[src/rtl/uart_pkg.sv]
// Shared UART constants: reset defaults for the baud generator and legal
// configuration limits, plus the system clock frequency used by TX/RX.
package uart_pkg;

   localparam int CLK_FREQ = 100_000_000;

   localparam int DEF_DIV  = 651;
   localparam int DEF_FRAC = 1;
   localparam int DEF_OSR  = 16;

   localparam int MIN_DIV  = 2;
   localparam int MIN_OSR  = 4;

endpackage

[src/rtl/uart_frac_div.sv]
// Fractional-N divider: base period of div_int or div_int+1 cycles, chosen by
// the carry of a FRAC_W-bit phase accumulator. rx_tick marks the period's last cycle.
module uart_frac_div #(
   parameter int DIV_W  = 16,
   parameter int FRAC_W = 4
) (
   input  logic              clk,
   input  logic              rst,
   input  logic              en,
   input  logic              clr,
   input  logic [DIV_W-1:0]  div_int,
   input  logic [FRAC_W-1:0] div_frac,
   output logic              rx_tick
);

   logic [DIV_W-1:0]  cnt;
   logic [FRAC_W-1:0] acc;
   logic              carry;
   logic [DIV_W:0]    last_cnt;
   logic [FRAC_W:0]   acc_sum;

   // One extra cycle in this period when the previous period end overflowed acc.
   assign last_cnt = {1'b0, div_int} + {{DIV_W{1'b0}}, carry} - {{DIV_W{1'b0}}, 1'b1};
   assign acc_sum  = {1'b0, acc} + {1'b0, div_frac};
   assign rx_tick  = en & ~clr & ({1'b0, cnt} == last_cnt);

   always_ff @(posedge clk or negedge rst) begin
      if (!rst) begin
         cnt   <= '0;
         acc   <= '0;
         carry <= 1'b0;
      end else if (clr || !en) begin
         cnt   <= '0;
         acc   <= '0;
         carry <= 1'b0;
      end else if (rx_tick) begin
         cnt   <= '0;
         acc   <= acc_sum[FRAC_W-1:0];
         carry <= acc_sum[FRAC_W];
      end else begin
         cnt   <= cnt + DIV_W'(1);
      end
   end

endmodule

[src/rtl/uart_baud_tick_gen.sv]
// Baud/oversample strobe generator: run-time loadable, range-checked divisor and
// oversample ratio; registered rx/mid/tx strobes used as clock enables on clk.
module uart_baud_tick_gen #(
   parameter int DIV_W    = 16,
   parameter int FRAC_W   = 4,
   parameter int OSR_W    = 6,
   parameter int DEF_DIV  = uart_pkg::DEF_DIV,
   parameter int DEF_FRAC = uart_pkg::DEF_FRAC,
   parameter int DEF_OSR  = uart_pkg::DEF_OSR
) (
   input  logic              clk,
   input  logic              rst,
   input  logic              en,
   input  logic              cfg_load,
   input  logic [DIV_W-1:0]  div_int,
   input  logic [FRAC_W-1:0] div_frac,
   input  logic [OSR_W-1:0]  osr,
   output logic              rx_tick,
   output logic              tx_tick,
   output logic              mid_tick,
   output logic              cfg_err
);

   import uart_pkg::*;

   logic [DIV_W-1:0]  div_q;
   logic [FRAC_W-1:0] frac_q;
   logic [OSR_W-1:0]  osr_q;
   logic [OSR_W-1:0]  os_cnt;
   logic              cfg_ok;
   logic              load_ok;
   logic              period_end;
   logic              os_last;
   logic              os_mid;

   assign cfg_ok  = (div_int >= DIV_W'(MIN_DIV)) && (osr >= OSR_W'(MIN_OSR));
   assign load_ok = cfg_load & cfg_ok;
   assign os_last = (os_cnt == osr_q - OSR_W'(1));
   assign os_mid  = (os_cnt == (osr_q >> 1) - OSR_W'(1));

   uart_frac_div #(
      .DIV_W  (DIV_W),
      .FRAC_W (FRAC_W)
   ) u_frac_div (
      .clk      (clk),
      .rst      (rst),
      .en       (en),
      .clr      (load_ok),
      .div_int  (div_q),
      .div_frac (frac_q),
      .rx_tick  (period_end)
   );

   always_ff @(posedge clk or negedge rst) begin
      if (!rst) begin
         div_q    <= DIV_W'(DEF_DIV);
         frac_q   <= FRAC_W'(DEF_FRAC);
         osr_q    <= OSR_W'(DEF_OSR);
         cfg_err  <= 1'b0;
         os_cnt   <= '0;
         rx_tick  <= 1'b0;
         tx_tick  <= 1'b0;
         mid_tick <= 1'b0;
      end else begin
         if (cfg_load) begin
            if (cfg_ok) begin
               div_q   <= div_int;
               frac_q  <= div_frac;
               osr_q   <= osr;
               cfg_err <= 1'b0;
            end else begin
               cfg_err <= 1'b1;
            end
         end

         // An accepted load resyncs the bit phase and drops any strobe due this edge.
         if (load_ok || !en) begin
            os_cnt   <= '0;
            rx_tick  <= 1'b0;
            tx_tick  <= 1'b0;
            mid_tick <= 1'b0;
         end else begin
            rx_tick  <= period_end;
            tx_tick  <= period_end & os_last;
            mid_tick <= period_end & os_mid;
            if (period_end) begin
               os_cnt <= os_last ? '0 : os_cnt + OSR_W'(1);
            end
         end
      end
   end

endmodule

[config.mk]
export PLATFORM = sky130hd
export DESIGN_NAME = uart_baud_tick_gen
export DESIGN_NICKNAME = d
export VERILOG_FILES = /design/src/rtl/uart_pkg.sv /design/src/rtl/uart_frac_div.sv /design/src/rtl/uart_baud_tick_gen.sv
export SDC_FILE = /design/constraint.sdc
export NUM_CORES = 1
export LEC_CHECK = 0
export CAP_MARGIN = 15
export CORE_MARGIN = 3
export CORE_UTILIZATION = 50
export CTS_BUF_LIST = sky130_fd_sc_hd__clkbuf_4
export DETAILED_ROUTE_END_ITERATION = 6
export GPL_TIMING_DRIVEN = 0
export PLACE_DENSITY = 0.7
export RECOVER_POWER = 100
export REMOVE_ABC_BUFFERS = 1
export SYNTH_ARGS = -nofsm -noshare
export SYNTH_HDL_FRONTEND = slang
export SYNTH_SLANG_ARGS = --single-unit
export TNS_END_PERCENT = 5
[constraint.sdc]
create_clock -name clk -period 5.1 [get_ports clk]
set_input_delay 1.53 -clock clk [delete_from_list [all_inputs] [get_ports clk]]
set_output_delay 1.53 -clock clk [all_outputs]
set_load 0.01 [all_outputs]
**Yosys cells after proc, flatten, opt, wreduce, memory -nomap -nowiden**

Index checks and enable logic that the tools add are counted.

- Bits in registers: 57
- Output and inout bits: 4

- Add/sub/neg operators: 7
- Mux-type cells: 13
- Reduce and logical (&&, ||, !) cells: 5
- Magnitude comparators: 2
- Equality and inequality tests: 3
- Bitwise operators: 6

Operator list:

| operator | count |
|---|---|
| $mux 16 | 2 |
| $mux 6 | 3 |
| $add 16x1->17 | 1 |
| $eq 16x17->1 | 1 |
| $sub 17x1->17 const B | 1 |
| $add 16x1->16 const B | 1 |
| $ge 16x2->1 const B | 1 |
| $eq 6x6->1 | 2 |
| $mux 4 | 2 |
| $add 6x1->6 const B | 1 |
| $ge 6x3->1 const B | 1 |
| $mux 1 | 6 |
| $sub 5x1->6 const B | 1 |
| $sub 6x1->6 const B | 1 |
| $add 4x4->5 | 1 |
| $and 1x1->1 | 5 |
| $reduce_and 2->1 | 1 |
| $reduce_bool 2->1 | 1 |
| $logic_and 1x1->1 | 1 |
| $logic_not 1->1 | 1 |
| $logic_or 1x1->1 | 1 |
| $not 1->1 | 1 |

**Depth between registers and ports, before layout**

- Depth after elaboration: 8
- Depth in mapped cells: 12

**Modules after synthesis**

A second synthesis with hierarchy kept.

- Cell total of the unflattened synthesis: 343
- Area, all modules: 3487.1 um2

By module, submodules not included:

| module | area an instance (um2) | cells an instance | times used | sequential area each (um2) |
|---|---|---|---|---|
| uart_baud_tick_gen | 1861.8 | 161 | 1 | 909.6 |
| uart_frac_div | 1625.3 | 182 | 1 | 525.5 |

**Worst setup path after synthesis**

OpenSTA, ideal clock, no wires.

- Path type: in2reg
- Start point: input port div_int[9]
- End point: register div_q[2]
- Required time: 4975 ps
- Stages on the path: 6
- Arrival: 2924 ps
- Path buffers: 2
- Setup slack: 2051 ps
- Cells stage by stage: nor3_1 -> a41oi_1 -> o41a_1 -> clkbuf_1 -> clkbuf_1 -> mux2_2

- Longest elaborated chain between the ends: 3

Ends and longest elaborated chain:

| element | line | RTL |
|---|---|---|
| start, declared | uart_baud_tick_gen.sv:15 | `input logic [DIV_W-1:0] div_int,` |
| $ge 16x2->1 | uart_baud_tick_gen.sv:36 | `assign cfg_ok = (div_int >= DIV_W'(MIN_DIV)) && (osr >= OSR_W'(MIN_OSR));` |
| $logic_and 1x1->1 | uart_baud_tick_gen.sv:36 |  |
| $reduce_and 2->1 (no source line) | -- |  |
| end signal, assigned | uart_baud_tick_gen.sv:56 | `div_q <= DIV_W'(DEF_DIV);` |
| end signal, assigned | uart_baud_tick_gen.sv:67 | `div_q <= div_int;` |
| end, declared | uart_baud_tick_gen.sv:26 | `logic [DIV_W-1:0] div_q;` |

Every way passes these cells.
A chain may end at the register's enable or synchronous reset.

**Final worst setup path**

- Start point: input port div_int[3]
- End point: register u_frac_div.cnt[15]

- Longest elaborated chain between the ends: 8
- Elaborated cells on any way between the ends: 9
- Those cells by class: order compare (1); mux (2); bitwise (4); reduce/logical (2)

Ends and longest elaborated chain:

| element | line | RTL |
|---|---|---|
| $ge 16x2->1 * | uart_baud_tick_gen.sv:36 |  |
| $logic_and 1x1->1 * | uart_baud_tick_gen.sv:36 |  |
| $and 1x1->1 * | uart_baud_tick_gen.sv:37 | `assign load_ok = cfg_load & cfg_ok;` |
| $not 1->1 | uart_frac_div.sv:25 | `assign rx_tick = en & ~clr & ({1'b0, cnt} == last_cnt);` |
| $and 1x1->1 (2 in series) | uart_frac_div.sv:25 |  |
| $mux 16 | uart_frac_div.sv:36 | `end else if (rx_tick) begin` |
| $mux 16 * | uart_frac_div.sv:32 | `end else if (clr \|\| !en) begin` |
| end signal, assigned | uart_frac_div.sv:41 | `cnt <= cnt + DIV_W'(1);` |
| end, declared | uart_frac_div.sv:16 | `logic [DIV_W-1:0] cnt;` |

Every way passes the cells marked *; elsewhere a longest branch is shown, timed or not.

==> impl_table.tex <==
\begin{tabular}{lr}
\hline
Metric & Value \\
\hline
\multicolumn{2}{l}{\textbf{Placement}} \\
\quad Final estimated routing congestion in global placement & 0.826 \\
\quad Placement-stage cell area & 4070 µm² \\
\quad Half-perimeter wire length of the detailed placement result & 6210 µm \\
\quad Input/output buffers & 33 \\
\multicolumn{2}{l}{\textbf{Routing}} \\
\quad DRC & 0 \\
\quad Number of antenna-violating nets in the routed design & 0 \\
\quad Avg Vias per Cell & 5.66 \\
\quad Vias & 2,870 \\
\quad Wire length reported by the detailed router & $\sim$8000 µm \\
\quad Detail-routed net length per standard cell & $\sim$16 µm \\
\quad Number of iterations in the first detailed-routing pass & 4 \\
\quad Violation count after the first detailed-routing iteration & 102 \\
\multicolumn{2}{l}{\textbf{Worst setup path}} \\
\quad CP Data Required Time & between 5000 and 6000 ps \\
\quad Endpoint of the lowest-slack register-to-register path & u\_frac\_div.cnt[15]\$\_DFF\_PN0\_ \\
\quad Setup slack of the worst register-to-register path & about 1100 ps \\
\quad FF-to-FF Start & div\_q[0]\$\_DFFE\_PN1P\_ \\
\quad Worst EP arrival & around 4800 ps \\
\quad Startpoint kind of the worst setup timing path & input pin \\
\quad Path type of the worst setup path & in -> reg \\
\quad Worst-path maximum fanout & 22 \\
\quad Capturing element type of the critical path & register \\
\quad Worst R2R Path Depth & 10 \\
\multicolumn{2}{l}{\textbf{Power}} \\
\quad Sw Pwr & approximately 310 µW \\
\quad Comb power frac & a little under a fifth \\
\quad Pwr Density & about 260 nW/µm² \\
\quad Maximum ir drop on the vdd rail & about 140 µV \\
\quad Leakage power total & 1.71 nW \\
\quad Sequential share of power & 47.1\% \\
\quad Int Power & 797 µW \\
\quad Fraction of power consumed by the clock network & 34.3\% \\
\quad Fraction of power spent switching nets & 27.9\% \\
\multicolumn{2}{l}{\textbf{Worst hold path}} \\
\quad HP Start & cfg\_err\$\_DFFE\_PN0P\_ \\
\quad Capture endpoint of the worst hold path & cfg\_err\$\_DFFE\_PN0P\_ \\
\quad Hold-critical path depth & 2 \\
\quad Worst Hold Class & reg -> reg \\
\multicolumn{2}{l}{\textbf{Clocking}} \\
\quad Number of buffers added by the clock tree synthesis step & 9 \\
\quad Worst-Skew Late Latency & 400 ps \\
\quad Clock tree from TritonCTS & done \\
\quad Root buffer cell & clkbuf\_4 \\
\quad Clock slew at the register clock pins of the worst setup and hold paths & 90 ps \\
\quad Number of clock sinks & 57 \\
\quad H-tree levels & 3 \\
\quad Post-CTS Hold Fix Bufs & 0 \\
\quad Post-CTS Setup Bufs & 0 \\
\quad Count of cells resized by post-cts repair & 0 \\
\quad Maximum count of clock buffers along a single path & 2 \\
\multicolumn{2}{l}{\textbf{STA}} \\
\quad Clock period minus worst slack & $\sim$4500 ps \\
\quad Unrepaired setup endpoints after global routing & no \\
\quad Total negative slack for setup checks & 0 ps \\
\quad Number of hold violations in the final report & 0 \\
\quad Endpoints failing setup & 0 \\
\quad Worst Skew & $\sim$27 ps \\
\quad Max Fclk & $\sim$220 MHz \\
\quad Transition at the pin with the smallest max-transition slack & 2030 ps \\
\quad Part of the cycle the worst path needs & between 80\% and 90\% \\
\quad Fin. max-slew vios & 39 \\
\quad Slew margin rel. & -35.6\% \\
\multicolumn{2}{l}{\textbf{Die}} \\
\quad Die footprint & about 8400 µm² \\
\quad Number of placed I/O pins & 34 \\
\quad Die X & between 90 and 100 µm \\
\quad Initial Util & a little over half \\
\quad Y dimension of the die & between 90 and 100 µm \\
\quad Std-Cell Core Area & 6980 µm² \\
\quad FP Rows & 30 \\
\multicolumn{2}{l}{\textbf{GRT}} \\
\quad Number of global-route vias before repair & $\sim$3,000 \\
\quad Maximum number of pins on one net before global-route repair & 39 \\
\quad Initial antenna violation count & 0 \\
\quad First-pass GRT wire length & $\sim$14,000 µm \\
\quad Total global-route track usage & about a fifth \\
\quad Global route overflow & 0 \\
\multicolumn{2}{l}{\textbf{Synthesis}} \\
\quad Top cells by area, synth & dfrtp\_1 34\%, xnor2\_1 6.2\%, mux2\_2 5.8\% \\
\quad Ys Warns & 0 \\
\quad Per-instance average area after synthesis & approximately 9.7 µm² \\
\quad Dominant register cell in the synthesized netlist & dfrtp\_1 \\
\quad Number of enable flip-flop cells after synthesis & 0 \\
\quad Area of the mapped netlist & around 3700 µm² \\
\quad Number of standard cells after synthesis & 380 \\
\quad Async set-or-reset flop fraction in the synthesized netlist & 100\% \\
\quad Post-synthesis sequential element count & 57 \\
\quad Leading area contributor after synthesis & dfrtp\_1 \\
\quad Top-area cell type share of the netlist area & between 30\% and 40\% \\
\quad Number of library cell types mapped by synthesis & 59 \\
\quad Sequential element share of the synthesized area & about two fifths \\
\multicolumn{2}{l}{\textbf{Finish}} \\
\quad Most common library cell in the layout ignoring fill and taps & dfrtp\_1 \\
\quad Post-route cell area & 4200 µm² \\
\quad Antenna fix cells & 0 \\
\quad Nets@finish & 448 \\
\quad Most frequent cells in the layout & 50 x dfrtp\_1, 38 x nor2\_1, 27 x clkdlybuf4s50\_1, 26 x xnor2\_1, 25 x nand2\_1 \\
\quad Share of cells above drive strength 1 & about 13\% \\
\quad Layout overhead on the synthesized area & 14.0\% \\
\multicolumn{2}{l}{\textbf{Status}} \\
\quad Violated checks & max-capacitance violations, max-slew violations \\
\quad Outcome & complete, but fails checks \\
\multicolumn{2}{l}{\textbf{Run}} \\
\quad Max-cap violation count & 1 \\
\hline
\end{tabular}
==> power by group through the flow <==
| stage | Sequential, mW | Clock (mW) | Combinational, mW |
|---|---|---|---|
| after floorplan | 0.519 | 0 | 0.141 |
| final | 0.521 | 0.380 | 0.205 |
| after detailed placement | 0.529 | 0 | 0.207 |
| after global routing | 0.527 | 0.409 | 0.228 |
| after global placement | 0.529 | 0 | 0.199 |
| after CTS | 0.521 | 0.392 | 0.209 |
==> registers in the layout, summed over array words and instances (netlist names) <==
| name | flops |
|---|---|
| cfg_err | 1 |
| rx_tick | 1 |
| div_q | 16 |
| mid_tick | 1 |
| osr_q | 6 |
| u_frac_div.carry | 1 |
| frac_q | 4 |
| u_frac_div.acc | 4 |
| os_cnt | 6 |
| tx_tick | 1 |
| u_frac_div.cnt | 16 |
==> synthesized netlist by cell type, types with 3 or more instances <==
cell type	n
dfrtp_1	50
nor2_1	38
xnor2_1	26
nand2_1	25
xor2_1	23
mux2_2	19
nand3_1	19
o21ai_0	17
clkbuf_1	12
ha_1	11
inv_1	10
nor4_1	10
nor3_1	9
a21oi_1	8
and3_1	8
mux2i_1	8
dfstp_2	7
nand2b_1	6
buf_2	5
nor2b_1	5
a211oi_1	4
a31oi_1	4
a32o_1	4
a21o_1	3
nand3b_1	3
o32ai_1	3
or3_1	3
==> area by class of cell <==
class                      count  area (µm²)
timing repair buffer          35         343
sequential                    57        1440
inverter                      10        37.5
clock inverter                 4        70.1
multi-input combinational    293        2110
tap                           96         120
clock buffer                  12        90.1
fill                         623        2780
==> cell families after synthesis <==
kind of cell / after synthesis / share of synthesized area, %
AOI/OAI and AO/OA: 58 / 11.8
adders and majority gates: 12 / 4.28
DFF: 57 / 38.9
buffers and inverters: 30 / 3.73
muxes: 27 / 7.97
xor gates and xnor gates: 50 / 12.2
and+or+nand+nor: 146 / 21.1
==> worst max path at each step <==
| stage | from | end | slack (ps) |
|---|---|---|---|
| after global routing | div_int[3] | u_frac_div.cnt[3]$_DFF_PN0_ | 450 |
| after CTS | div_int[12] | u_frac_div.cnt[10]$_DFF_PN0_ | 930 |
| final | div_int[3] | u_frac_div.cnt[15]$_DFF_PN0_ | 640 |
| after floorplan | div_int[9] | os_cnt[4]$_DFFE_PN0P_ | 1570 |
| after detailed placement | div_int[12] | u_frac_div.cnt[10]$_DFF_PN0_ | 500 |
| after global placement | div_int[12] | os_cnt[2]$_DFFE_PN0P_ | 330 |
==> critical path, stage by stage <==
cell           delay, ps
dlygate4sd3_1        550
nor4_1               620
a41oi_1              320
o41a_1               380
buf_8                270
nor2b_1              430
nand2b_1             450
nor2_1               220
==> routing by layer <==
layer / global-route usage [%] / vias to the layer above / part of all wire, %
li1: - / 1412 / -
met1: 24.2 / 1406 / 44
met2: 35.8 / 40 / 51
met3: 5.82 / 12 / 2.9
met4: 6.56 / 0 / 2.2
met5: 0 / - / 0
==> metrics by stage <==
stage          total power, mW  setup WS [ps]  util [%]  hold slack (ps)  std cells
2_1_floorplan            0.660           1570         -              480        360
3_3_place_gp             0.728            325      57.8              477        489
3_5_place_dp             0.737            503      58.3              490        491
4_1_cts                   1.12            929      60.6              510        507
5_1_grt                   1.16            452      60.2              534        507
6_report                  1.11            644      60.2              498        507
Power figures use the tool's default switching activity.
